==> config.mk <==
export PLATFORM = sky130hd
export DESIGN_NAME = bp_me_nonsynth_mem_delay_flat
export DESIGN_NICKNAME = d
export VERILOG_FILES = /design/src/rtl/bp_me_nonsynth_mem_delay_pkg.sv /design/src/rtl/bp_me_nonsynth_mem_delay_if.sv /design/src/rtl/bp_me_nonsynth_mem_delay_lfsr.sv /design/src/rtl/bp_me_nonsynth_mem_delay.sv /design/src/flat_wrapper.sv
export SDC_FILE = /design/constraint.sdc
export NUM_CORES = 1
export LEC_CHECK = 0
export ABC_CLOCK_PERIOD_IN_PS = 2300
export BUFFER_PORTS_ARGS = -buffer_cell sky130_fd_sc_hd__buf_2
export CELL_PAD_IN_SITES_DETAIL_PLACEMENT = 1
export CELL_PAD_IN_SITES_GLOBAL_PLACEMENT = 1
export CORE_MARGIN = 5
export CORE_UTILIZATION = 45
export DETAILED_ROUTE_END_ITERATION = 8
export PLACE_DENSITY = 0.8
export SETUP_SLACK_MARGIN = 0.15
export SLEW_MARGIN = 0
export SYNTH_ARGS = -nofsm -noshare
export SYNTH_HDL_FRONTEND = slang
export SYNTH_SLANG_ARGS = --single-unit
==> constraint.sdc <==
create_clock -name clk_i -period 2.3 [get_ports clk_i]
set_input_delay 0 -clock clk_i [delete_from_list [all_inputs] [get_ports clk_i]]
set_output_delay 0 -clock clk_i [all_outputs]
set_load 0.03 [all_outputs]
==> src/rtl/bp_me_nonsynth_mem_delay_pkg.sv <==
// -----------------------------------------------------------------------------
// bp_me_nonsynth_pkg
// Shared constants for the memory-path latency-injection stage:
//   - bp_me_nonsynth_delay_lfsr_taps_gp : Galois tap mask for
//     x^16 + x^14 + x^13 + x^11 + 1 (right-shifting form)
//   - bp_me_nonsynth_delay_seed_gp      : default LFSR reset value
//   - bp_me_nonsynth_delay_lfsr_step()  : one LFSR advance
// -----------------------------------------------------------------------------
package bp_me_nonsynth_pkg;

    localparam logic [15:0] bp_me_nonsynth_delay_lfsr_taps_gp = 16'hB400;
    localparam logic [15:0] bp_me_nonsynth_delay_seed_gp      = 16'hACE1;

    // Right-shifting Galois step: when the bit shifted out is 1, the tap
    // mask is folded back into the register.
    function automatic logic [15:0] bp_me_nonsynth_delay_lfsr_step(input logic [15:0] state);
        logic [15:0] shifted;
        shifted = state >> 1;
        return state[0] ? (shifted ^ bp_me_nonsynth_delay_lfsr_taps_gp) : shifted;
    endfunction

endpackage

==> src/rtl/bp_me_nonsynth_mem_delay_if.sv <==
// -----------------------------------------------------------------------------
// bp_me_nonsynth_mem_delay_if
// Handshake bundle around the delay stage.
//   v_i / data_i / ready_o : upstream valid-ready enqueue side
//   v_o / data_o / yumi_i  : downstream valid-yumi dequeue side
//   count_o                : current occupancy
// Modports:
//   slave  : the delay stage itself
//   master : whoever drives messages in and consumes them (bench, CCE side)
// -----------------------------------------------------------------------------
interface bp_me_nonsynth_mem_delay_if #(
    parameter int width_p = 8,
    parameter int els_p   = 4
) ();

    localparam int count_width_lp = $clog2(els_p + 1);

    logic                      v_i;
    logic [width_p-1:0]        data_i;
    logic                      ready_o;
    logic                      v_o;
    logic [width_p-1:0]        data_o;
    logic                      yumi_i;
    logic [count_width_lp-1:0] count_o;

    modport slave (
        input  v_i, data_i, yumi_i,
        output ready_o, v_o, data_o, count_o
    );

    modport master (
        output v_i, data_i, yumi_i,
        input  ready_o, v_o, data_o, count_o
    );

endinterface

==> src/rtl/bp_me_nonsynth_mem_delay_lfsr.sv <==
// -----------------------------------------------------------------------------
// bp_me_nonsynth_delay_lfsr
// 16-bit Galois LFSR used as the jitter source of the delay stage.
//   clk_i   : clock
//   reset_i : synchronous active-high reset, loads seed_p
//   en_i    : advance one step (tied to enqueue by the parent)
//   lfsr_o  : current register value
// -----------------------------------------------------------------------------
module bp_me_nonsynth_delay_lfsr
    import bp_me_nonsynth_pkg::*;
#(
    parameter logic [15:0] seed_p = bp_me_nonsynth_delay_seed_gp
) (
    input  logic        clk_i,
    input  logic        reset_i,
    input  logic        en_i,
    output logic [15:0] lfsr_o
);

    logic [15:0] r_lfsr;

    always_ff @(posedge clk_i) begin
        if (reset_i) begin
            r_lfsr <= seed_p;
        end else if (en_i) begin
            r_lfsr <= bp_me_nonsynth_delay_lfsr_step(r_lfsr);
        end
    end

    assign lfsr_o = r_lfsr;

endmodule

==> src/rtl/bp_me_nonsynth_mem_delay.sv <==
// -----------------------------------------------------------------------------
// bp_me_nonsynth_mem_delay
// Latency-injection FIFO for CCE unit-test benches. Each accepted message is
// held for latency_p + jitter cycles (jitter from an LFSR) before it is
// offered downstream; strict FIFO order is kept, so a young message whose
// delay has expired still waits behind the head.
//   clk_i   : clock
//   reset_i : synchronous active-high reset, drops every held message
//   io      : slave side of bp_me_nonsynth_mem_delay_if
//             (v_i/data_i/ready_o in, v_o/data_o/yumi_i out, count_o)
// Parameters: width_p (message bits, set by every instantiation), els_p
// (depth, >= 2), latency_p (>= 1), jitter_width_p (0..8), seed_p (!= 0).
// -----------------------------------------------------------------------------
module bp_me_nonsynth_mem_delay
    import bp_me_nonsynth_pkg::*;
#(
    parameter int          width_p        = 8,
    parameter int          els_p          = 4,
    parameter int          latency_p      = 1,
    parameter int          jitter_width_p = 0,
    parameter logic [15:0] seed_p         = bp_me_nonsynth_delay_seed_gp
) (
    input logic                      clk_i,
    input logic                      reset_i,
    bp_me_nonsynth_mem_delay_if.slave io
);

    localparam int ptr_width_lp   = $clog2(els_p);
    localparam int delay_width_lp = $clog2(latency_p + (1 << jitter_width_p));
    localparam int count_width_lp = $clog2(els_p + 1);

    // Elaboration-time parameter checks.
    if (latency_p < 1) begin : g_bad_latency
        $error("bp_me_nonsynth_mem_delay: latency_p must be >= 1");
    end
    if (els_p < 2) begin : g_bad_els
        $error("bp_me_nonsynth_mem_delay: els_p must be >= 2");
    end
    if (jitter_width_p < 0 || jitter_width_p > 8) begin : g_bad_jitter
        $error("bp_me_nonsynth_mem_delay: jitter_width_p must be 0..8");
    end
    if (seed_p == 16'h0000) begin : g_bad_seed
        $error("bp_me_nonsynth_mem_delay: seed_p must be nonzero");
    end

    // Storage and per-entry state
    logic [width_p-1:0]        r_mem        [els_p];
    logic                      r_valid      [els_p];
    logic [delay_width_lp-1:0] r_delay      [els_p];
    logic                      w_valid_next [els_p];
    logic [delay_width_lp-1:0] w_delay_next [els_p];

    logic [ptr_width_lp-1:0]   r_head, r_tail, w_head_next, w_tail_next;
    logic [count_width_lp-1:0] r_count, w_count_next;
    logic                      r_ready;

    logic                      w_enq, w_deq, w_v_o;
    logic [15:0]               w_lfsr;
    logic [delay_width_lp-1:0] w_jitter, w_load_delay;

    // Head is offered only once its own countdown has expired.
    assign w_v_o = r_valid[r_head] && (r_delay[r_head] == '0);
    assign w_enq = io.v_i && r_ready;
    assign w_deq = io.yumi_i && w_v_o;

    bp_me_nonsynth_delay_lfsr #(
        .seed_p (seed_p)
    ) u_lfsr (
        .clk_i   (clk_i),
        .reset_i (reset_i),
        .en_i    (w_enq),
        .lfsr_o  (w_lfsr)
    );

    if (jitter_width_p == 0) begin : g_no_jitter
        logic w_unused_lfsr;
        assign w_jitter      = '0;
        assign w_unused_lfsr = ^w_lfsr;
    end else begin : g_jitter
        logic w_unused_lfsr;
        assign w_jitter      = delay_width_lp'(w_lfsr[jitter_width_p-1:0]);
        assign w_unused_lfsr = ^w_lfsr[15:jitter_width_p];
    end

    // Loaded value is D-1 so that a D=1 message is visible the cycle after
    // it is accepted.
    assign w_load_delay = delay_width_lp'(latency_p - 1) + w_jitter;

    assign w_tail_next = !w_enq ? r_tail :
                         (r_tail == ptr_width_lp'(els_p - 1)) ? '0 :
                         r_tail + ptr_width_lp'(1);
    assign w_head_next = !w_deq ? r_head :
                         (r_head == ptr_width_lp'(els_p - 1)) ? '0 :
                         r_head + ptr_width_lp'(1);

    always_comb begin
        w_count_next = r_count;
        if (w_enq && !w_deq) begin
            w_count_next = r_count + count_width_lp'(1);
        end else if (!w_enq && w_deq) begin
            w_count_next = r_count - count_width_lp'(1);
        end
    end

    // Per-entry next state. Enqueue and dequeue never hit the same slot in
    // one cycle: that would need the buffer both empty and full.
    for (genvar gi = 0; gi < els_p; gi++) begin : g_entry
        logic w_enq_here, w_deq_here;
        assign w_enq_here = w_enq && (r_tail == ptr_width_lp'(gi));
        assign w_deq_here = w_deq && (r_head == ptr_width_lp'(gi));

        assign w_valid_next[gi] = w_enq_here ? 1'b1 :
                                  w_deq_here ? 1'b0 : r_valid[gi];

        // Countdown saturates at zero while the entry waits for the head.
        assign w_delay_next[gi] = w_enq_here ? w_load_delay :
                                  (r_valid[gi] && r_delay[gi] != '0) ?
                                      r_delay[gi] - delay_width_lp'(1) :
                                      r_delay[gi];
    end

    always_ff @(posedge clk_i) begin
        if (reset_i) begin
            for (int i = 0; i < els_p; i++) begin
                r_valid[i] <= 1'b0;
                r_delay[i] <= '0;
            end
            r_head  <= '0;
            r_tail  <= '0;
            r_count <= '0;
            r_ready <= 1'b0;
        end else begin
            for (int i = 0; i < els_p; i++) begin
                r_valid[i] <= w_valid_next[i];
                r_delay[i] <= w_delay_next[i];
            end
            r_head  <= w_head_next;
            r_tail  <= w_tail_next;
            r_count <= w_count_next;
            // Registered space flag: a slot freed while full shows up next cycle.
            r_ready <= (w_count_next != count_width_lp'(els_p));
        end
    end

    // Message payload: plain RAM, no reset needed.
    always_ff @(posedge clk_i) begin
        if (w_enq) begin
            r_mem[r_tail] <= io.data_i;
        end
    end

    assign io.ready_o = r_ready;
    assign io.v_o     = w_v_o;
    assign io.data_o  = r_mem[r_head];
    assign io.count_o = r_count;

    // Protocol checks on the neighbours of this stage.
    a_yumi_needs_valid : assert property (
        @(posedge clk_i) disable iff (reset_i) io.yumi_i |-> w_v_o);

    a_data_stable_when_stalled : assert property (
        @(posedge clk_i) disable iff (reset_i)
        (io.v_i && !r_ready) |=> (!io.v_i || $stable(io.data_i)));

endmodule

==> src/flat_wrapper.sv <==
// flat-port wrapper written by rule: the top's interface ports become plain ports
module bp_me_nonsynth_mem_delay_flat import bp_me_nonsynth_pkg::*;
#(
    parameter int          width_p        = 8,
    parameter int          els_p          = 4,
    parameter int          latency_p      = 1,
    parameter int          jitter_width_p = 0,
    parameter logic [15:0] seed_p         = bp_me_nonsynth_delay_seed_gp
)
  (clk_i, reset_i, io_v_i, io_data_i, io_yumi_i, io_ready_o, io_v_o, io_data_o, io_count_o);
  bp_me_nonsynth_mem_delay_if #(.width_p(width_p), .els_p(els_p)) io_i ();
  input logic clk_i;
  input logic reset_i;
  input wire logic [$bits(io_i.v_i)-1:0] io_v_i;
  input wire logic [$bits(io_i.data_i)-1:0] io_data_i;
  input wire logic [$bits(io_i.yumi_i)-1:0] io_yumi_i;
  output wire logic [$bits(io_i.ready_o)-1:0] io_ready_o;
  output wire logic [$bits(io_i.v_o)-1:0] io_v_o;
  output wire logic [$bits(io_i.data_o)-1:0] io_data_o;
  output wire logic [$bits(io_i.count_o)-1:0] io_count_o;
  assign io_i.v_i = io_v_i;
  assign io_i.data_i = io_data_i;
  assign io_i.yumi_i = io_yumi_i;
  assign io_ready_o = io_i.ready_o;
  assign io_v_o = io_i.v_o;
  assign io_data_o = io_i.data_o;
  assign io_count_o = io_i.count_o;
  bp_me_nonsynth_mem_delay #(.width_p(width_p), .els_p(els_p), .latency_p(latency_p), .jitter_width_p(jitter_width_p), .seed_p(seed_p)) u_core (.clk_i(clk_i), .reset_i(reset_i), .io(io_i));
endmodule
======== After elaboration in Yosys (flattened, before gate mapping) ========
Memory sizes are Yosys's and may differ from the RTL's. A register that Yosys moved wholly into a read port is not among the register bits.
Cells that the tools add are included.
storage, ports and cells
  register bits after elaboration ......... 8
  bits in latches ......................... 0
  bits in writable memories ............... 40
  ROM bits ................................ 0
  bits of input ports ..................... 12
  output and inout bits ................... 13
  logic and storage cells ................. 91
  memories kept ........................... 3
operators by class
  add/subtract/negate cells ............... 8
  multipliers ............................. 0
  div/mod/pow operators ................... 0
  magnitude comparators ................... 0
  equal/unequal tests ..................... 7
  shift operators ......................... 0
  muxes and demuxes ....................... 39
  bitwise gates (word level) .............. 9
  reductions and logical operators ........ 21
memories
  name            depth  width  read ports  clocked after memory_dff  write ports  line                            source
  u_core.r_mem    4      8      1           1                         1            bp_me_nonsynth_mem_delay.sv:47  logic [width_p-1:0] r_mem [els_p];
  u_core.r_delay  4      1      5           1                         4            bp_me_nonsynth_mem_delay.sv:49  logic [delay_width_lp-1:0] r_delay [els_p];
  u_core.r_valid  4      1      5           1                         4            bp_me_nonsynth_mem_delay.sv:48  logic r_valid [els_p];
operators with widths
  kind                                                                 number
  1-bit two-way mux                                                    29
  1-bit logical AND                                                    17
  2-bit two-way mux                                                    8
  2-bit == test (second input constant)                                4
  1-bit OR                                                             8
  3-bit two-way mux                                                    2
  2-bit by 1-bit adder with 2-bit output (second input constant)       2
  2-bit by 1-bit == test with 1-bit output (second input constant)     2
  2-bit logical NOT                                                    2
  1-bit subtractor (second input constant)                             4
  3-bit by 1-bit adder with 3-bit output (second input constant)       1
  3-bit inequality test (second input constant)                        1
  3-bit by 1-bit subtractor with 3-bit output (second input constant)  1
  1-bit logical NOT                                                    2
  1-bit inverter                                                       1

======== Longest topological paths before layout ========
  word-level depth ........................ 7
  mapped depth ............................ 7

======== Worst setup path after synthesis ========
OpenSTA, ideal clock, no wires.
  kind .................................... register to register
  from .................................... register with a tool-made name
  to ...................................... register u_core.r_ready (netlist: u_core.io.ready_o)
  library setup time ...................... 132 ps
  arrival ................................. 1,794 ps
  data required time ...................... 2,168 ps
  setup slack ............................. 373 ps
  cell stages (with the launch flop) ...... 8
  buffers on the path ..................... 2
  cell sequence ........................... dfxtp_1 -> buf_6 -> mux4_2 -> and2_1 -> buf_6 -> xnor2_1 -> o31ai_1 -> a21oi_1
RTL lines
  item                    line                             source
  end signal: assignment  bp_me_nonsynth_mem_delay.sv:141  r_ready <= (w_count_next != count_width_lp'(els_p));
  end: declaration        bp_me_nonsynth_mem_delay.sv:55   logic r_ready;

==> results.md <==
- Biggest area consumer among synthesized cells: edfxtp_1
- Clk sinks: 50
- Kind of critical path: register to register
- Arrival time worst endpoint: 2.03 ns
- WP buf/inv: 0
- PortBufs: 24
- Avg Inst Size Synth: around 15 um^2
- Synth area leaders: edfxtp_1 47%, dfxtp_1 18%, mux4_2 10%
- Antenna diode count: 0
- R2r startpoint: u_core.r_valid[1]
- Synth unique cells: 24
- Syn_nets: roughly 160
- Hold endpoint: u_core.r_valid[2]
- Routed vias: around 1.2k
- Detailed placement HPWL: just under 3 mm
- RSZ-0062 raised after global routing: false
- Most common cell after layout, fill and taps aside: edfxtp_1
- Most frequent cells in the layout: 32 x edfxtp_1, 24 x buf_2, 18 x dfxtp_1
- Clock network fraction of design power: 30.5%
- Number of vias per cell: roughly 5.2
- CP max-delay cell: mux4_2
- Cell leakage power: ~0.9 nW
- VDD IR max: between 500 and 600 uV
- Minimum clock period: 1.85 ns
- Yosys warns: 0
- Psw: 0.459 mW
- Drt wl/cell: around 17 um
- Reg clk slew, reported paths: 0.08 ns
- Gate power share: roughly 15%
- Hold Vio Cnt, Final: 0
- Nets: 196
- CP Data Required Time: approximately 2.5 ns
- Length of the first detailed-routing pass in iterations: 4
- GRT overflow: 0
- CORE AREA: between 0.004 and 0.005 mm^2
- Status: complete, no violations
- First-pass GRT wire length: between 6 and 7 mm
- 1st-iter DRT viols: 84
- Root buf cell: clkbuf_8
- Reg2reg end: u_core.io.ready_o
- Largest net degree at the start of global routing: 17
- CTS tree: built
- H-tree levels: 2
- # DRC: 0
- Hold Slack: around 0.066 ns
- Startpoint Class: register
- Hold_sp: reset_i
- Seq/Total Area, Yosys: 65.1%
- Area Overhead vs Synth: 17.8%
- Mapped cell area: just over 0.002 mm^2
- Row cnt: 24
- Slew margin rel.: roughly two thirds
- Fin area: about 0.0024 mm^2
- Placed Area: roughly 0.0022 mm^2
- Die width: between 70 and 80 um
- Worst Clk Skew: around 0.0043 ns
- # setup viols final: 0
- Critical path cell sequence: nor2b_1 > mux4_2 > and2_1 > mux2i_1 > xor2_1 > a21oi_1
- Share of layout cells above drive strength 1: a little under a quarter
- Final ANT Viol Nets: 0
- Crit path largest cell delay: around 0.47 ns
- Max-Cap Viols: 0
- PD cells: 782 mW/mm^2
- Sw Ratio: between 20% and 30%
- Power, Total: ~1.9 mW
- Internal: ~1.4 mW
- Seq cells post-synth: 50
- Area share of the largest cell type after synthesis: 47.4%
- Worst Path Max Fanout: 7
- Initial antenna violation count: 0
- Clock tree buffer depth: 2
- FF-to-FF path depth: 6
- Setup_tns: 0 ns
- TritonCTS Buffers: 5
- Die H: between 70 and 80 um
- Number of global-route vias before repair: roughly 1.4k
- Sequential Power Share: a little over half
- Hold path cells: 2
- Total GRT Usage: between 10% and 20%
- Final wirelength: roughly 4.0 mm
- Cell family with most CP delay: multiplexers
- Tcrit/Tclk final: 80.6%
- Initial Util: 46.6%
- Max Slew Vio Count: 0
- Setup crit end kind: register
- # IOs: 25
- FMAX: 0.539 GHz
- Die ar.: between 0.005 and 0.006 mm^2
- Worst-Margin Slew: around 0.51 ns
- Clock latency at the later pin of the worst-skew pair: 0.29 ns
- Hold Path Class: primary input to register
- Synthesized instance count: 137
- Slack of the worst reg-to-reg path: around 0.45 ns
- Global placer's final weighted congestion: roughly 0.8
-- cells by family (layout without fill, tap and decap cells) --
group,Yosys count,count (layout),share of synthesized area (%)
multiplexers,11,11,11.0
adder cells (fa/ha/maj),10,10,6.17
buffers and inverters,10,48,2.65
AO/OA/AOI/OAI,13,13,3.64
AND/OR/NAND/NOR,40,40,10.1
flip-flops,50,50,65.1
XOR/XNOR,3,3,1.30
-- how the worst max path moves through the flow --
stage | startpoint | endpoint | slack (ns) | depth (start not counted)
CTS | u_core.r_valid[0] | u_core.io.ready_o | 0.44 | 6
finish | u_core.r_valid[1] | u_core.io.ready_o | 0.45 | 6
floorplan | register | u_core.io.ready_o | 0.37 | 7
detailed placement | u_core.r_valid[3] | u_core.io.ready_o | 0.45 | 6
global placement | u_core.r_valid[3] | u_core.io.ready_o | 0.55 | 6
global route | u_core.r_valid[0] | u_core.io.ready_o | 0.34 | 6
-- final cells by class --
type	instances	area [um^2]
clock buffers	8	111
fillers	437	1970
inverters	6	22.5
multi-input cells	77	653
flip-flops and latches	50	1320
well taps	52	65.1
repair buffers	34	215
-- Yosys cell counts, drive strengths merged --
library cell  count
ha               10
o31ai             1
o21ai             1
nor2              8
clkbuf            1
buf               3
nand2            13
dfxtp            18
nor2b             4
and3              5
mux4              9
nor3              3
mux2i             2
and2              2
xnor2             2
xor2              1
a311oi            1
a211oi            1
a21oi             9
nor4b             4
and2b             1
inv               6
edfxtp           32
-- layer usage --
metal,vias up,wire [um],global-route usage [%]
met4,0,59,5.15
met5,-,0,0
met3,4,167,4.68
met2,22,2100,25.5
met1,584,1640,17.5
li1,575,-,-
-- power groups by stage --
| stage | clock network, mW | registers, mW | logic (mW) |
|---|---|---|---|
| CTS | 0.585 | 1.03 | 0.279 |
| floorplan | 0 | 1.06 | 0.161 |
| detailed placement | 0 | 1.05 | 0.269 |
| global route | 0.635 | 1.03 | 0.301 |
| finish | 0.569 | 1.02 | 0.275 |
| global placement | 0 | 1.04 | 0.252 |
-- registers in the layout, indices dropped and copies added, names as in the netlist, named ones only --
name               count
u_core.io.count_o      3
u_core.io.ready_o      1
u_core.r_delay         4
u_core.r_head          2
u_core.r_mem          32
u_core.r_tail          2
u_core.r_valid         4
-- what timing repair did --
action                                  CTS  global route
gates resized for setup                   0             0
hold buffers                              8             0
hold endpoints to repair                 32             0
buffers inserted                          0             0
endpoints found under the setup margin    0             0
-- per-stage QoR --
step                      std cells  worst slack [ns]  util (%)
after floorplan                 137             0.373         -
after global placement          211             0.547      50.5
after detailed placement        211             0.451      50.5
after CTS                       227             0.439      54.9
after global routing            227             0.335      54.9
final                           227             0.446      54.9
Power figures use the tool's default switching activity.
